<file path="src/rtl/vreg_wr_arbiter.sv">
// Write-port arbiter for the vector register file: grants up to two requesters per
// cycle in round-robin order onto ports A/B, never two writes to the same register.
module vreg_wr_arbiter #(
    parameter int ADDR_W = 4,
    parameter int DATA_W = 128,
    parameter int N_REQ  = 4
) (
    input  logic                      clk,
    input  logic                      rst,
    input  logic [N_REQ-1:0]          req_valid,
    input  logic [N_REQ*ADDR_W-1:0]   req_addr,
    input  logic [N_REQ*DATA_W-1:0]   req_data,
    output logic [N_REQ-1:0]          req_ready,
    output logic                      we_a,
    output logic [ADDR_W-1:0]         w_addr_a,
    output logic [DATA_W-1:0]         data_in_a,
    output logic                      we_b,
    output logic [ADDR_W-1:0]         w_addr_b,
    output logic [DATA_W-1:0]         data_in_b,
    output logic [(2**ADDR_W)-1:0]    wr_pending
);

    localparam int PTR_W = (N_REQ > 1) ? $clog2(N_REQ) : 1;
    localparam int IW    = PTR_W + 1;
    localparam int NREG  = 2**ADDR_W;

    logic [ADDR_W-1:0] addr_arr [N_REQ];
    logic [DATA_W-1:0] data_arr [N_REQ];

    for (genvar g = 0; g < N_REQ; g++) begin : g_unpack
        assign addr_arr[g] = req_addr[g*ADDR_W +: ADDR_W];
        assign data_arr[g] = req_data[g*DATA_W +: DATA_W];
    end

    logic [PTR_W-1:0]  rr_ptr;
    logic [PTR_W-1:0]  sel_a;
    logic [PTR_W-1:0]  sel_b;
    logic [PTR_W-1:0]  idx;
    logic [PTR_W-1:0]  last;
    logic [PTR_W-1:0]  rr_next;
    logic [IW-1:0]     idx_w;
    logic [IW-1:0]     last_w;
    logic              found_a;
    logic              found_b;
    logic [ADDR_W-1:0] addr_a_sel;

    // Walk requesters starting at rr_ptr; B takes the next valid one whose
    // destination differs from A, so same-register requesters simply wait.
    always_comb begin
        req_ready  = '0;
        found_a    = 1'b0;
        found_b    = 1'b0;
        sel_a      = '0;
        sel_b      = '0;
        idx        = '0;
        idx_w      = '0;
        addr_a_sel = '0;
        for (int k = 0; k < N_REQ; k++) begin
            idx_w = {1'b0, rr_ptr} + IW'(k);
            if (idx_w >= IW'(N_REQ)) begin
                idx_w = idx_w - IW'(N_REQ);
            end
            idx = idx_w[PTR_W-1:0];
            if (req_valid[idx]) begin
                if (!found_a) begin
                    found_a        = 1'b1;
                    sel_a          = idx;
                    addr_a_sel     = addr_arr[idx];
                    req_ready[idx] = 1'b1;
                end else if (!found_b && (addr_arr[idx] != addr_a_sel)) begin
                    found_b        = 1'b1;
                    sel_b          = idx;
                    req_ready[idx] = 1'b1;
                end
            end
        end
    end

    always_comb begin
        last    = found_b ? sel_b : sel_a;
        last_w  = {1'b0, last} + IW'(1);
        rr_next = (last_w >= IW'(N_REQ)) ? '0 : last_w[PTR_W-1:0];
    end

    // An unused port drops its enable but keeps its last address/data.
    always_ff @(posedge clk or posedge rst) begin
        if (rst) begin
            rr_ptr    <= '0;
            we_a      <= 1'b0;
            w_addr_a  <= '0;
            data_in_a <= '0;
            we_b      <= 1'b0;
            w_addr_b  <= '0;
            data_in_b <= '0;
        end else begin
            we_a <= found_a;
            we_b <= found_b;
            if (found_a) begin
                w_addr_a  <= addr_arr[sel_a];
                data_in_a <= data_arr[sel_a];
                rr_ptr    <= rr_next;
            end
            if (found_b) begin
                w_addr_b  <= addr_arr[sel_b];
                data_in_b <= data_arr[sel_b];
            end
        end
    end

    always_comb begin
        wr_pending = '0;
        for (int r = 0; r < NREG; r++) begin
            wr_pending[r] = (we_a && (w_addr_a == ADDR_W'(r))) ||
                            (we_b && (w_addr_b == ADDR_W'(r)));
        end
    end

endmodule

</file>
<file path="config.mk">
export PLATFORM = sky130hd
export DESIGN_NAME = vreg_wr_arbiter
export DESIGN_NICKNAME = d
export VERILOG_FILES = /design/src/rtl/vreg_wr_arbiter.sv
export SDC_FILE = /design/constraint.sdc
export NUM_CORES = 1
export LEC_CHECK = 0
export BUFFER_PORTS_ARGS = -buffer_cell sky130_fd_sc_hd__buf_2
export CORE_AREA = 2 2 320 322
export CTS_BUF_LIST = sky130_fd_sc_hd__clkbuf_8
export DETAILED_ROUTE_END_ITERATION = 8
export DIE_AREA = 0 0 322 324
export GPL_TIMING_DRIVEN = 1
export MAX_ROUTING_LAYER = met4
export SYNTH_ARGS = -nofsm -noshare
export SYNTH_HDL_FRONTEND = slang
export SYNTH_SLANG_ARGS = --single-unit
export TNS_END_PERCENT = 1
</file>
<file path="constraint.sdc">
create_clock -name clk -period 7.9 [get_ports clk]
set_input_delay 0.79 -clock clk [delete_from_list [all_inputs] [get_ports clk]]
set_output_delay 0.79 -clock clk [all_outputs]
set_load 0.05 [all_outputs]
</file>
# After elaboration in Yosys (flattened, before gate mapping)
# Cells that the tools add are included.
# totals
output_inout_bits,286
romBits,0
n_memories,0
register_bits,268
elab_cells,224
latchBits,0
ramBits,0
# classes
shift,0
mul,0
n_eq_ne,33
n_addsub,8
magnitude_cmp,19
n_bitwise,9
muxes,90
div_mod_pow,0
reduce_logical,58
# ops
operator,n
$bmux 128 s2,2
$mux 128,4
$mux 4,27
$eq 4x4->1 const B,16
$bmux 4 s2,6
$mux 2,22
$logic_and 1x1->1,38
$eq 4x3->1 const B,8
$ge 3x3->1 const B,10
$mux 1,21
$not 2->3,6
$eq 4x2->1 const B,4
$logic_or 1x1->1,16
$lt 2x3->1 const B,4
$ne 4x4->1,3
$or 4x4->4,3
$bmux 1 s2,4
$demux 1 s2,4
$eq 4x1->1 const B,2
$ge 2x1->1 const B,4
$logic_not 4->1,2
$sub 2x1->2 const B,4
$add 2x1->3 const B,2
$add 2x2->3 const B,2
other kinds (2),3

# Depth between registers and ports, before layout
# Gate-level depths: netlist of run 1.
# logic_depth
ltp_word,25
ltp_mapped,20

# Worst setup path after synthesis of run 1
# No wires, ideal clock.
# synth_timing
path_type,register to output
start,register rr_ptr[0]
end,output port req_ready[0]
slack_ps,2979
required_ps,7110
arrival_time_ps,4131
stages_incl_launch_ff,17
path_cell_list,dfrtp_1 buf_4 buf_4 inv_1 clkbuf_1 clkbuf_1 ha_1 clkbuf_1 mux4_2 xor2_1 o22ai_1 o22a_2 or2_2 nand2_1 nor2_1 o21a_1 a221o_1
# synth_between
elab_chain_cells,21
elab_cells_between_ends,93
# synth_lines
item,line_no,source
start: declaration,35,logic [PTR_W-1:0] rr_ptr;
start signal: assignment,101,rr_ptr <= rr_next;
branches (longest 20 deep; another with $add 2x1->3),--,
$mux 4 (*),64,if (req_valid[idx]) begin
end: declaration,13,"output logic [N_REQ-1:0] req_ready,"
# Every way passes the cells marked *. The select of a mux whose other input is x is not followed.

# Worst setup path after layout of run 1
# layout_timing
start,register rr_ptr[0]
end,output port req_ready[3]
# The elaborated chain is that of the path after synthesis.

==> qor.csv, run 1 <==
metric;value;unit
postcts setup bufs;0;
Core Rows;117;
initial antenna violation count;77;
io pins;820;
fin crit share;81.85;%
post-CTS resize count;0;
worst-case reg-to-reg path depth;12;
clk slew on worst S/H paths;60;ps
antenna viol nets, final;0;
type of the worst setup path;reg -> out;
YS warnings;0;
DIE AREA;0.1043;sq mm
Max clock buf depth;3;
DRC viols;0;
class of the worst hold path;in -> async;
Max Freq;154.7;MHz
Via density;5.593;
startpoint types;register;
area of the multi-input gates;0.01547;sq mm
I/O Buffers;819;
Nets;4071;
commonest non-fill, non-tap cell in the layout;buf_2;
terminus of the critical flop-to-flop path;data_in_b[103];
syn_nets;3474;
#FFs+latches synth;268;
Worst Setup End Kind;primary output;
GR Layer Usage met3;7.586;%
status;finished, final reports clean;
grt ovf;0;
Top FF cell, synth;dfrtp_1;
CTS tree;built;
GRT Total Usage;22.91;%
Max-slew headroom;18.91;%
clk_lat worst skew;730;ps
Worst R2R Setup Slack;1830;ps
die height;324;um
vias in the first global route;25940;
setup TNS;0;ps
Post-Syn Area;0.02359;sq mm
post-layout min period;6466;ps
Yosys cell types;62;
# setup viols final;0;
RSZ-0062 raised after global routing;false;
EDFF count, synth;0;
CP Max Fanout;81;
met1 global-route usage;27.30;%
drt wl/cell;24.84;um
CTS hold repair buffers;0;
most used routing layer;met2;
initial DRC count;2699;
DP HPWL;82.56;mm
Core Area;0.1010;sq mm
share of cells above drive strength 1;32.06;%
worst endpoint data arrival time;5680;ps
max_cap viols;0;
M2 GR Usage;36.39;%
Final Hold Vio Count;0;
Worst EP required;7110;ps
Worst Tran Pin Value;1216;ps
initial core utilization;23.35;%
Reg-to-Reg Start;rr_ptr[0];
Die Wd;322;um
routability cong.;0.8965;
Pins Over Slew Limit;0;
H-tree levels;2;
FF/Latch Area;0.006710;sq mm
via count;27640;
router iterations before antenna repair;8;
clock sink count;268;
routed wire length;122.8;mm
fraction of registers with async set/reset;100.0;%
Syn Inst Count;2931;
largest net degree at the start of global routing;134;
Final Skew;29.87;ps
fillers;10910;
Synth Area per Inst;8.048;sq um
Root Buffer;clkbuf_8;
area grow syn2layout;26.95;%
sequential area share after synthesis;28.43;%
first-pass GRT wire length;177.0;mm
Num CTS Buffers;57;
most frequent cells in the layout;819 x buf_2, 417 x nand2_1, 268 x nor2_1;
[worst max-delay path by stage]
stage,slack [ps],cells after the start,startpoint,endpoint
2_1_floorplan,2980,16,rr_ptr[0],req_ready[0]
6_report,1430,11,rr_ptr[0],req_ready[3]
3_5_place_dp,1830,12,rr_ptr[0],data_in_b[40]
4_1_cts,1290,11,rr_ptr[0],req_ready[3]
5_1_grt,1000,11,rr_ptr[0],req_ready[3]
3_3_place_gp,1940,12,rr_ptr[0],data_in_b[70]
[logic make-up (layout without fill, tap and decap cells)]
family                   after synthesis  count (layout)  synth area share (%)
multiplexers                         290             290                 14.08
other                                  0              60                     0
flip-flops                           268             268                 28.43
AND/OR/NAND/NOR                     1139            1139                 22.27
adder cells (fa/ha/maj)                9               9                0.4774
buffers and inverters                342             985                 6.471
AO/OA/AOI/OAI                        870             870                 27.79
XOR/XNOR                              13              13                0.4827
[critical path, stage by stage (launching register included)]
cell      delay (ps)
dfrtp_4          790
inv_6            380
ha_1             940
mux4_2           800
a211oi_1         340
o31ai_2          170
o211ai_4         360
nand2_1          200
nor2_1           130
o21a_1           220
a221o_1          220
buf_2            360
[metrics by stage]
| step | hold slack, ps | worst slack (ps) | instance area (sq um) | instances | util (%) |
|---|---|---|---|---|---|
| 3_5_place_dp | 464.4 | 1830 | 28580 | 4778 | 28.30 |
| 4_1_cts | 185.3 | 1294 | 29800 | 4883 | 29.50 |
| 2_1_floorplan | 756.8 | 2979 | 23590 | 2931 | - |
| 3_3_place_gp | 456.7 | 1944 | 28580 | 4778 | 28.30 |
| 5_1_grt | 253.9 | 1001 | 29940 | 4941 | 29.64 |
| 6_report | 236.1 | 1434 | 29950 | 4943 | 29.65 |
[layer usage]
layer  part of all wire (%)  up-vias  wire, um
met1                     40    13460     49180
met3                     10      267     12620
met5                      0        -         0
li1                       -    12370         -
met2                     47     1553     57270
met4                    3.0        0      3737
[Yosys cell counts, drive strengths merged (13+ instances only)]
cell type,count,area [sq um]
a2111oi,132,1156
buf,115,673.2
clkbuf,219,823.3
dfrtp,268,6706
mux2,135,1520
mux2i,135,1351
mux4,20,450.4
nand2,417,1565
nand2b,13,81.33
nor2,270,1016
nor2b,139,869.6
nor3,138,695.7
nor4,133,838.3
o211a,133,1331
o21ai,272,1369
o22ai,19,118.9
o311ai,132,1156
o31ai,133,1003
[cell type report]
cell class,count,area share [%]
antenna,60,0.5013
clock buffer,78,3.585
clock inverter,27,0.4721
inverter,8,0.1295
multi-input combinational,2321,51.67
sequential,268,22.41
tap,1309,5.469
timing repair buffer,872,15.77
[flip-flops by register name, summed over array words and instances (netlist names)]
name       count
w_addr_a       4
we_a           1
data_in_b    128
rr_ptr         2
w_addr_b       4
we_b           1
data_in_a    128
Power of run 1 is not shown: default switching activity piles up to over one toggle a cycle in this logic, so the estimate is an artifact.
==> inputs of run 2 (changes only) <==
==> constraint.sdc (replaced) <==
create_clock -name clk -period 5.52 [get_ports clk]
set_input_delay 0.552 -clock clk [delete_from_list [all_inputs] [get_ports clk]]
set_output_delay 0.552 -clock clk [all_outputs]
set_load 0.05 [all_outputs]
==> qor.csv, run 2 (synthesized netlist as in run 1, its figures left out) <==
metric;value;unit;change
status;finished, final reports clean;;unchanged
Max Freq;195.3;MHz;
Max-slew headroom;35.20;%;was 18.91%
DP Area;0.02924;sq mm;was 0.02858 sq mm
routability cong.;0.9148;;was 0.8965
commonest non-fill, non-tap cell in the layout;buf_2;;unchanged
Final Skew;27.75;ps;was 29.87 ps
Max clock buf depth;3;;unchanged
clk_lat worst skew;720;ps;was 730 ps
antenna viol nets, final;0;;unchanged
Core Rows;117;;unchanged
fillers;10820;;was 10910
area of the multi-input gates;0.01547;sq mm;unchanged
initial core utilization;23.35;%;unchanged
worst-case reg-to-reg path depth;13;;was 12
area grow syn2layout;29.43;%;was 26.95%
router iterations before antenna repair;6;;was 8
met1 global-route usage;28.33;%;was 27.30%
most frequent cells in the layout;815 x buf_2, 417 x nand2_1, 268 x nor2_1;;was 819 x buf_2, 417 x nand2_1, 268 x nor2_1
Post-Route Utilization;30.23;%;was 29.65%
vias in the first global route;26820;;was 25940
routed wire length;124.0;mm;was 122.8 mm
io pins;820;;unchanged
Critical-path top delay cell;mux4_2;;was ha_1
crit-path max cell delay;650;ps;was 940 ps
Via density;5.579;;was 5.593
M2 GR Usage;36.12;%;was 36.39%
DIE AREA;0.1043;sq mm;unchanged
CP Max Fanout;38;;was 81
grt ovf;0;;unchanged
DP HPWL;85.87;mm;was 82.56 mm
Hold Slack;216.6;ps;was 236.1 ps
worst endpoint data arrival time;4570;ps;was 5680 ps
Pins Over Slew Limit;0;;unchanged
via count;27820;;was 27640
Core Area;0.1010;sq mm;unchanged
CP top delay family;compound AO/OA/AOI/OAI gates;;unchanged
Nets;4122;;was 4071
final instance area;0.03053;sq mm;was 0.02995 sq mm
Top Registers;data_in_a: 128 flops, data_in_b: 128 flops;;unchanged
die height;324;um;unchanged
Worst EP required;4970;ps;was 7110 ps
Hold Path Depth;4;;
GRT Total Usage;23.14;%;was 22.91%
FF/Latch Area;0.006710;sq mm;unchanged
setup TNS;0;ps;unchanged
largest net degree at the start of global routing;140;;was 134
Die Wd;322;um;unchanged
post-layout min period;5121;ps;
clk slew on worst S/H paths;60;ps;about the same
# setup viols final;0;;unchanged
share of cells above drive strength 1;32.74;%;was 32.06%
H-tree levels;2;;unchanged
class of the worst hold path;in -> reg;;was in -> async
GR Layer Usage met3;7.242;%;was 7.586%
Root Buffer;clkbuf_8;;unchanged
Worst Tran Pin Value;972.0;ps;was 1216 ps
I/O Buffers;819;;unchanged
fin crit share;92.77;%;
CP bufs+invs;2;;unchanged
clock sink count;268;;unchanged
Critical Path Stages;11;;unchanged
max_cap viols;0;;unchanged
critical path cell sequence;buf_4, mux4_2, xor2_1, o22ai_1, o22a_2, or2_2, nand2_1, nor2_1, o21a_1, a221o_1, buf_12;;was inv_6, ha_1, mux4_2, a211oi_1, o31ai_2, o211ai_4, nand2_1, nor2_1, o21a_1, a221o_1, buf_2
Final Hold Vio Count;0;;unchanged
drt wl/cell;24.87;um;was 24.84 um
first-pass GRT wire length;178.5;mm;was 177.0 mm
type of the worst setup path;reg -> out;;unchanged
CTS tree;built;;unchanged
Worst Setup End Kind;primary output;;unchanged
most used routing layer;met2;;unchanged
DRC viols;0;;unchanged
startpoint types;register;;unchanged
Num CTS Buffers;59;;was 57
initial antenna violation count;67;;was 77
initial DRC count;2908;;was 2699
RSZ-0062 raised after global routing;false;;unchanged
==> run 2: changes by cell type in the layout (fill, tap and decap cells not counted) <==
cell	before	now
inv_1	23	31
inv_8	0	1
clkinvlp_4	2	1
buf_2	819	815
buf_4	35	64
buf_12	18	41
clkbuf_8	78	70
clkinv_2	8	6
diode_2	60	54
dlygate4sd3_1	0	1
inv_6	1	3
==> run 2: worst paths after layout <==
| check | startpoint | end | slack, ps |
|---|---|---|---|
| max in group asynchronous | rst | data_in_a[61] | 3700 |
| worst max-delay path | rr_ptr[0] | req_ready[3] | 400 |
| worst min register to register | data_in_a[84] | data_in_a[84] | 470 |
| worst max register to register | rr_ptr[0] | data_in_b[48] | 1030 |
| worst min-delay path | req_data[409] | data_in_b[25] | 220 |
| min in group asynchronous | rst | data_in_b[125] | 510 |
==> run 2: layout make-up <==
| cell class | count | share of cell area, % |
|---|---|---|
| multi-input cells | 2321 | 50.68 |
| flip-flops and latches | 268 | 21.98 |
| repair buffers | 921 | 17.65 |
| well taps | 1309 | 5.364 |
| clock buffers | 70 | 3.155 |
| clock inverters | 35 | 0.5983 |
| diodes | 54 | 0.4426 |
| inverters | 8 | 0.1270 |
==> run 2: through the flow <==
| stage | std cells | setup slack [ps] |
|---|---|---|
| 3_3_place_gp | 4826 | 1049 |
| 5_1_grt | 4984 | 96.91 |
| 2_1_floorplan | 2931 | 836.6 |
| 6_report | 4986 | 399.1 |
| 4_1_cts | 4932 | 257.6 |
| 3_5_place_dp | 4826 | 1021 |
==> run 2: per-layer routing <==
layer / routed length, um / vias to the layer above
li1: - / 12470
met3: 12390 / 242
met1: 50960 / 13550
met4: 3341 / 0
met5: 0 / -
met2: 57310 / 1556
==> run 2: worst reg2reg max path, delay by kind of cell, from the launching register on <==
| family | cells | cell delay (ps) |
|---|---|---|
| multiplexers | 1 | 640 |
| AO/OA/AOI/OAI | 5 | 1320 |
| flip-flops | 1 | 580 |
| buffers and inverters | 4 | 1400 |
| AND/OR/NAND/NOR | 3 | 490 |
==> run 2: what timing repair did <==
| item | 4_1_cts | 5_1_grt |
|---|---|---|
| hold buffers | 1 | 0 |
| endpoints found under the setup margin | 0 | 0 |
| buffers inserted | 0 | 0 |
| resized for setup | 0 | 0 |
| endpoints found under the hold margin | 22 | 0 |
Power of run 2 is left out for the same reason.
